<file path="src/rtl/mem_pkg.sv">
// Shared encodings for the load/store access controller: request sizes,
// controller states and byte-enable patterns (big-endian lanes, bit3 = bits 31:24).
package mem_pkg;

  localparam logic [1:0] SIZE_WORD = 2'b00;
  localparam logic [1:0] SIZE_HALF = 2'b01;
  localparam logic [1:0] SIZE_BYTE = 2'b10;
  localparam logic [1:0] SIZE_RSVD = 2'b11;

  localparam logic [3:0] BE_ALL     = 4'b1111;
  localparam logic [3:0] BE_HI_HALF = 4'b1100;
  localparam logic [3:0] BE_LO_HALF = 4'b0011;
  localparam logic [3:0] BE_BYTE0   = 4'b1000;

  typedef enum logic [1:0] {
    ST_IDLE   = 2'd0,
    ST_ACCESS = 2'd1,
    ST_RESP   = 2'd2
  } state_e;

  // Misaligned: word off the word boundary, half on an odd byte, or reserved size.
  function automatic logic is_misaligned(input logic [1:0] offset, input logic [1:0] size);
    logic bad;
    bad = 1'b0;
    case (size)
      SIZE_WORD: bad = (offset != 2'b00);
      SIZE_HALF: bad = offset[0];
      SIZE_BYTE: bad = 1'b0;
      default:   bad = 1'b1;
    endcase
    return bad;
  endfunction

endpackage

</file>
<file path="src/rtl/mem_wdata_encoder.sv">
// Store lane encoder: turns (offset, size, right-justified data) into byte
// enables and lane-replicated write data. Reserved size encodes as a word.
module mem_wdata_encoder
  import mem_pkg::*;
(
  input  logic [1:0]  i_offset,
  input  logic [1:0]  i_size,
  input  logic [31:0] i_wdata,
  output logic [3:0]  o_be,
  output logic [31:0] o_wdata
);

  always_comb begin
    // NOTE: defaults assigned first so every path drives both outputs; no latch.
    o_be    = BE_ALL;
    o_wdata = i_wdata;
    case (i_size)
      SIZE_HALF: begin
        o_be    = i_offset[1] ? BE_LO_HALF : BE_HI_HALF;
        o_wdata = {2{i_wdata[15:0]}};
      end
      SIZE_BYTE: begin
        o_be    = BE_BYTE0 >> i_offset;
        o_wdata = {4{i_wdata[7:0]}};
      end
      default: begin
        o_be    = BE_ALL;
        o_wdata = i_wdata;
      end
    endcase
  end

endmodule

</file>
<file path="src/rtl/mem_access_ctrl.sv">
// Load/store access controller: one request at a time to a multi-cycle memory,
// with ready timeout. Optional MEM_MISALIGN_EXC_EN rejects misaligned requests.
module mem_access_ctrl
  import mem_pkg::*;
#(
  parameter int TIMEOUT_CYCLES = 16
) (
  input  logic        clk,
  input  logic        rst,
  input  logic        reqValid,
  input  logic        reqWrite,
  input  logic [31:0] reqAddr,
  input  logic [31:0] reqWData,
  input  logic [1:0]  reqSize,
  input  logic        reqExt,
  output logic        reqBusy,
  output logic        memEn,
  output logic        memWrite,
  output logic [31:0] memAddr,
  output logic [31:0] memWData,
  output logic [3:0]  memBE,
  input  logic [31:0] memRData,
  input  logic        memReady,
  output logic        rspValid,
  output logic        rspErr,
  output logic [31:0] rspRData,
  output logic [1:0]  rspOffset,
  output logic [1:0]  rspSize,
  output logic        rspExt
);

  localparam int CNT_W = $clog2(TIMEOUT_CYCLES + 1);
  localparam logic [CNT_W-1:0] CNT_LAST = CNT_W'(TIMEOUT_CYCLES - 1);

  state_e           r_state;
  logic [CNT_W-1:0] r_cnt;
  logic             r_mem_en;
  logic             r_mem_write;
  logic [31:0]      r_mem_addr;
  logic [31:0]      r_mem_wdata;
  logic [3:0]       r_mem_be;
  logic             r_rsp_valid;
  logic             r_rsp_err;
  logic [31:0]      r_rsp_rdata;
  logic [1:0]       r_rsp_offset;
  logic [1:0]       r_rsp_size;
  logic             r_rsp_ext;

  logic [3:0]       w_enc_be;
  logic [31:0]      w_enc_wdata;
  logic             w_misaligned;

  mem_wdata_encoder u_enc (
    .i_offset (reqAddr[1:0]),
    .i_size   (reqSize),
    .i_wdata  (reqWData),
    .o_be     (w_enc_be),
    .o_wdata  (w_enc_wdata)
  );

`ifdef MEM_MISALIGN_EXC_EN
  assign w_misaligned = is_misaligned(reqAddr[1:0], reqSize);
`else
  assign w_misaligned = 1'b0;
`endif

  always_ff @(posedge clk or posedge rst) begin
    if (rst) begin
      r_state      <= ST_IDLE;
      r_cnt        <= '0;
      r_mem_en     <= 1'b0;
      r_mem_write  <= 1'b0;
      r_mem_addr   <= '0;
      r_mem_wdata  <= '0;
      r_mem_be     <= '0;
      r_rsp_valid  <= 1'b0;
      r_rsp_err    <= 1'b0;
      r_rsp_rdata  <= '0;
      r_rsp_offset <= '0;
      r_rsp_size   <= '0;
      r_rsp_ext    <= 1'b0;
    end else begin
      // NOTE: non-blocking throughout; every register reads pre-edge values.
      r_rsp_valid <= 1'b0;
      case (r_state)
        ST_IDLE: begin
          if (reqValid) begin
            r_rsp_offset <= reqAddr[1:0];
            r_rsp_size   <= reqSize;
            r_rsp_ext    <= reqExt;
            r_rsp_rdata  <= '0;
            r_rsp_err    <= 1'b0;
            r_cnt        <= '0;
            if (w_misaligned) begin
              r_rsp_err   <= 1'b1;
              r_rsp_valid <= 1'b1;
              r_state     <= ST_RESP;
            end else begin
              r_mem_en    <= 1'b1;
              r_mem_write <= reqWrite;
              r_mem_addr  <= {reqAddr[31:2], 2'b00};
              r_mem_be    <= reqWrite ? w_enc_be : BE_ALL;
              r_mem_wdata <= reqWrite ? w_enc_wdata : 32'h0;
              r_state     <= ST_ACCESS;
            end
          end
        end
        ST_ACCESS: begin
          // Ready on the final allowed cycle still completes without error.
          if (memReady) begin
            r_mem_en    <= 1'b0;
            r_rsp_valid <= 1'b1;
            if (!r_mem_write) r_rsp_rdata <= memRData;
            r_state     <= ST_RESP;
          end else if (r_cnt == CNT_LAST) begin
            r_mem_en    <= 1'b0;
            r_rsp_err   <= 1'b1;
            r_rsp_valid <= 1'b1;
            r_state     <= ST_RESP;
          end else begin
            r_cnt <= r_cnt + CNT_W'(1);
          end
        end
        ST_RESP: r_state <= ST_IDLE;
        default: r_state <= ST_IDLE;
      endcase
    end
  end

  assign reqBusy   = (r_state != ST_IDLE);
  assign memEn     = r_mem_en;
  assign memWrite  = r_mem_write;
  assign memAddr   = r_mem_addr;
  assign memWData  = r_mem_wdata;
  assign memBE     = r_mem_be;
  assign rspValid  = r_rsp_valid;
  assign rspErr    = r_rsp_err;
  assign rspRData  = r_rsp_rdata;
  assign rspOffset = r_rsp_offset;
  assign rspSize   = r_rsp_size;
  assign rspExt    = r_rsp_ext;

endmodule

</file>
<file path="config.mk">
export PLATFORM = sky130hd
export DESIGN_NAME = mem_access_ctrl
export DESIGN_NICKNAME = d
export VERILOG_FILES = /design/src/rtl/mem_pkg.sv /design/src/rtl/mem_wdata_encoder.sv /design/src/rtl/mem_access_ctrl.sv
export SDC_FILE = /design/constraint.sdc
export NUM_CORES = 1
export LEC_CHECK = 0
export BUFFER_PORTS_ARGS = -buffer_cell sky130_fd_sc_hd__buf_2
export CORE_UTILIZATION = 49
export CTS_BUF_LIST = sky130_fd_sc_hd__clkbuf_2
export DETAILED_ROUTE_END_ITERATION = 8
export HOLD_SLACK_MARGIN = 0.08
export PLACE_DENSITY = 0.82
export SYNTH_ARGS = -nofsm -noshare
export SYNTH_HDL_FRONTEND = slang
export SYNTH_HIERARCHICAL = 1
export SYNTH_SLANG_ARGS = --single-unit
</file>
<file path="constraint.sdc">
create_clock -name clk -period 4.8 [get_ports clk]
set_input_delay 0.96 -clock clk [delete_from_list [all_inputs] [get_ports clk]]
set_output_delay 0.96 -clock clk [all_outputs]
set_load 0.01 [all_outputs]
</file>
# Word level (Yosys, flattened, before mapping)
# Cells that the tools add are included.
[word_totals]
ff_bits = 114
latch_bits = 0
ram_bits = 0
rom_bits = 0
input_bits = 104
mem_count = 0
[classes]
n_addsub = 1
mul = 0
div_mod_pow = 0
order_cmp = 0
eq_ne = 11
n_shift = 1
muxes = 28
bitwise_logic = 0
n_reduce_logical = 9
[ops]
columns = ["op", "count"]
rows = [
  ["2-to-1 mux 32 bit", 4],
  ["one-hot mux 32 bit (2 select lines)", 2],
  ["2-to-1 mux 5 bit", 3],
  ["inequality test 2 bit (second input constant)", 6],
  ["AND reduction 4 bit", 3],
  ["one-hot mux 5 bit (2 select lines)", 1],
  ["2-to-1 mux 1 bit", 9],
  ["2-to-1 mux 4 bit", 2],
  ["one-hot mux 4 bit (2 select lines)", 1],
  ["2-to-1 mux 2 bit", 3],
  ["adder 5 x 1 -> 5 bit (second input constant)", 1],
  ["equality test 5 x 4 -> 1 bit (second input constant)", 1],
  ["equality test 2 x 1 -> 1 bit (second input constant)", 2],
  ["one-hot mux 1 bit (2 select lines)", 2],
  ["one-hot mux 2 bit (2 select lines)", 1],
  ["AND reduction 2 bit", 2],
  ["nonzero test 2 bit", 2],
  ["right shift 4 x 2 -> 4 bit (first input constant)", 1],
  ["inequality test 3 bit (second input constant)", 1],
  ["AND reduction 3 bit", 1],
  ["equality test 2 bit (second input constant)", 1],
  ["logical NOT 2 bit", 1],
]

# Depth between registers and ports, before layout
[depth]
word_depth = 4
ltp_mapped = 9
ltp_nobuf = 7

# By module
# Netlist, hierarchy kept.
[by_module_without_submodules]
columns = ["module", "instances", "cells_per_inst", "area_per_inst_um2", "seq_area_each_um2"]
rows = [
  ["mem_access_ctrl", 1, 435, 4459.3, 2852.7],
  ["mem_wdata_encoder", 1, 89, 534.3, 0.0],
]

# Worst setup path after synthesis
# No wires, ideal clock.
[synth_path]
path_type = "input to register"
startpoint = "input reqSize[0]"
endpoint = "register r_mem_wdata[10], in the netlist memWData[10]"
arrival_time_ns = 2.050
path_slack_ns = 2.634
cell_stages = 8
n_path_buf = 2
path_cell_list = "inv_1 -> ha_1 -> buf_6 -> or2_1 -> buf_6 -> a22o_1 -> nand3_1 -> nand2_1"
[synth_between]
elab_chain_cells = 3
word_cells_on_any_way = 4
[synth_rtl]
columns = ["element", "line", "text"]
rows = [
  ["from (decl)", "mem_access_ctrl.sv:14", "input logic [1:0] reqSize,"],
  ["equality test 2 bit or equality test 2 x 1 -> 1 bit (tied branches)", "mem_wdata_encoder.sv:17", "case (i_size)"],
  ["one-hot mux 32 bit (2 select lines) *", "mem_wdata_encoder.sv:17", ""],
  ["via w_enc_wdata[10]", "mem_access_ctrl.sv:50", "logic [31:0] w_enc_wdata;"],
  ["2-to-1 mux 32 bit *", "mem_access_ctrl.sv:103", "r_mem_wdata <= reqWrite ? w_enc_wdata : 32'h0;"],
  ["to (signal assigned)", "mem_access_ctrl.sv:103", ""],
  ["to (decl)", "mem_access_ctrl.sv:40", "logic [31:0] r_mem_wdata;"],
]
# Mark *: on every way through the listed nets, which the timed path passes. The rest lies on a longest branch.
# A chain may end at the register's enable or synchronous reset.

# Worst setup path in the final report
[layout_path]
startpoint = "register r_state[1]"
endpoint = "output reqBusy"
[layout_between]
elab_chain_cells = 1
[layout_rtl]
columns = ["element", "line", "text"]
rows = [
  ["from (decl)", "mem_access_ctrl.sv:35", "state_e r_state;"],
  ["from (signal assigned)", "mem_access_ctrl.sv:69", "r_state <= ST_IDLE;"],
  ["from (signal assigned)", "mem_access_ctrl.sv:97", "r_state <= ST_RESP;"],
  ["from (signal assigned)", "mem_access_ctrl.sv:104", "r_state <= ST_ACCESS;"],
  ["nonzero test 2 bit", "mem_access_ctrl.sv:130", "assign reqBusy = (r_state != ST_IDLE);"],
  ["to (decl)", "mem_access_ctrl.sv:16", "output logic reqBusy,"],
]
# No other way between the ends.

==> results.yml <==
outcome:
  status: "finished clean"
place:
  gp_congestion: 0.8529
  dp.cells: 825
  hpwl_um: 9162
  port_buffers: 211
global_route:
  grt_pass1_wl_um: 19590
  grt_max_degree: 85
  grt_usage_pct: 24.34
  grt_pass1_vias: 4026
  antenna_found_initial: 0
  grt-ovfl-total: 0
layout:
  antennaDiodeCount: 0
  area_growth_syn_to_layout_pct: 23.25
  final_net_count: 821
  final_cell_mix: "buf_2, nand2_1, dfrtp_1, a22o_1, nand3_1"
  final_common_cell: "buf_2"
  layoutNonFillerInstCount: 857
  final_layout_size_suffix_gt1_share_pct: 34.67
power_and_ir_drop:
  p_per_area_nw_per_um2: 415.7
  power.leakage_nw: 3.592
  power.total_mw: 2.558
  vdd_ir_drop_max_mv: 0.1661
route:
  vias: 4420
  routed_wl_um: 12890
  post_drt_via_cell_ratio: 5.158
  antenna_left: 0
  drc: 0
  initialDrtViolationCount: 199
  detail_route.wl_per_cell_um: 15.04
  drtPass1Iterations: 5
setup_path:
  worstReg2RegEnd: "rspRData[14]"
  critPathKind: "flip-flop to output pin"
  crit_start: "r_state[1]"
  crit_slowest_cell: "dfrtp_1"
  crit_arrival_ns: 1.65
  reg2regPathDepth: 3
  cp_max_fo: 13
  path_cells: "or2_2 -> buf_2"
  r2r_start: "r_state[1]"
  critPathMaxStageDelay_ns: 0.56
  required_ns: 3.84
  cp-start-kind: "flip-flop"
  r2r_setup_slack_ns: 2.25
  cp-end-kind: "output pin"
synthesis:
  synth.avg_cell_area_sq_um: 9.530
  synth_warnings: 6
  synth_seq_cells: 114
  seq_area_frac_synth_pct: 57.13
  synth_cell_type_count: 36
  syn_area_sq_um: 4994
  synth_cells: 524
floorplanning:
  die_h_um: 103.0
  start_util_pct: 50.85
  io_pins: 214
  die_w_um: 103.0
  placementRows: 36
  dieArea_sq_um: 10600
  core_sq_um: 9819
timing:
  fin_skew_ns: 0.02586
  hold_violations: 0
  fin_tns_setup_ns: 0
  fmax_ghz: 0.3828
  finalSetupViolCount: 0
  whs_ns: 0.4813
  finalCritPeriodShare_pct: 54.42
  max_slew_margin_pct: 14.70
  rsz0062_at_grt: "false"
  worst_pin_slew_ns: 1.278
  period_needed_ns: 2.612
  report.final.slew_viol_count: 0
clocking:
  clock_path_buffers: 2
  cts_hold_buf: 0
  clock_sinks: 114
  htreeDepth: 4
  clk_latency_ns: 0.63
  cts_tree: "yes"
  cts_root_buffer: "clkbuf_2"
  postCtsSetupBuffers: 0
  path_clk_slew_ns: 0.14
  cts_buffers: 17
  cts_resized: 0
hold_path:
  worst_hold_startpoint: "memWData[26]"
  min_to: "memWData[26]"
  hold_depth: 2
  min_path_type: "flip-flop to flip-flop"
flow_run:
  maxCapViolCount: 0
cell families (layout without fill, tap and decap cells):
group                    count (synthesis)  in the layout  synth area share, %
other                                    1              2              0.07510
multiplexers                             2              2               0.4009
flip-flops                             114            114                57.13
adder cells (fa/ha/maj)                  6              6                1.503
AO/OA/AOI/OAI                           84             84                12.40
buffers and inverters                   61            260                6.740
AND/OR/NAND/NOR                        256            256                21.75
synthesized netlist by cell type:
cell      count  area, sq um
mux2i_1       2        20.02
o21ai_0      17        85.08
dfrtp_1     114         2853
or2_2         1        6.260
a21oi_1       4        20.02
nor2b_1       1        6.260
o21bai_1      4        30.03
nor2_1       10        37.54
buf_1         1        3.750
buf_2        23        115.1
a22o_1       42        367.9
nor4b_4       1        23.77
nand2_1     198        743.2
a31oi_1       5        31.28
clkbuf_1      6        22.52
conb_1        1        3.750
a22oi_1       8        60.06
nor2_2        1        6.260
or2_1         2        12.51
ha_1          6        75.07
inv_1        13        48.80
o31ai_1       1        7.510
nand2b_1      1        6.260
and4bb_2      1        12.51
buf_6         3        33.78
o21a_1        1        7.510
nand3_1      32        160.2
nor4_1        1        6.260
nor3b_4       1        18.77
or3b_2        1        8.760
nand4_1       1        6.260
o21ai_1       2        10.01
nor3b_1       2        15.01
and3_1        1        6.260
nor4bb_1      1        10.01
buf_4        15        112.6
sequential cells by signal (all words and copies together), names as in the netlist, 2 cells and up:
signal and count:
rspOffset 2, rspSize 2, memBE 4, memWData 32, memAddr 30, r_cnt 5
rspRData 32, r_state 2
metrics by stage:
step	cell area (sq um)	utilization, %	setup slack [ns]
after floorplan	4997	-	0.8243
after global placement	5964	60.74	1.966
after detailed placement	5964	60.74	1.824
after CTS	6155	62.68	2.123
after global routing	6155	62.68	2.040
final	6155	62.68	2.188
routing by layer:
metal  wire, um  global-route usage, %  up-vias
met5          0                      0        -
met1       5329                  30.39     2104
met4        205                  10.29        0
met2       6421                  39.08      190
li1           -                      -     2104
met3        936                  7.797       22
cell type report:
cell class,instances,area (sq um)
fill,879,3665
sequential,114,2853
multi-input combinational,350,1808
timing repair buffer,215,1086
tap,133,166.4
clock buffer,19,95.09
clock inverter,13,95.09
inverter,13,51.30
worst max-delay path by stage:
stage | to | slack, ns | cells past startpoint
floorplan | memAddr[10] | 0.82 | 1
global placement | memWData[8] | 1.97 | 7
detailed placement | rspRData[14] | 1.82 | 4
CTS | reqBusy | 2.12 | 2
global route | reqBusy | 2.04 | 2
finish | reqBusy | 2.19 | 2
critical path: cells and delay by family, from the launching register on:
family / cells / cell delay [ns]
buffers and inverters: 1 / 0.14
DFF: 1 / 0.56
and+or+nand+nor: 1 / 0.34
power breakdown:
group	internal [mW]	leakage, nW	switching (mW)
combinational	0.308	2.00	0.434
clock	0.180	0.126	0.349
sequential	1.17	1.47	0.122
total	1.65	3.59	0.904
No activity file was read; power rests on OpenSTA's default activity.
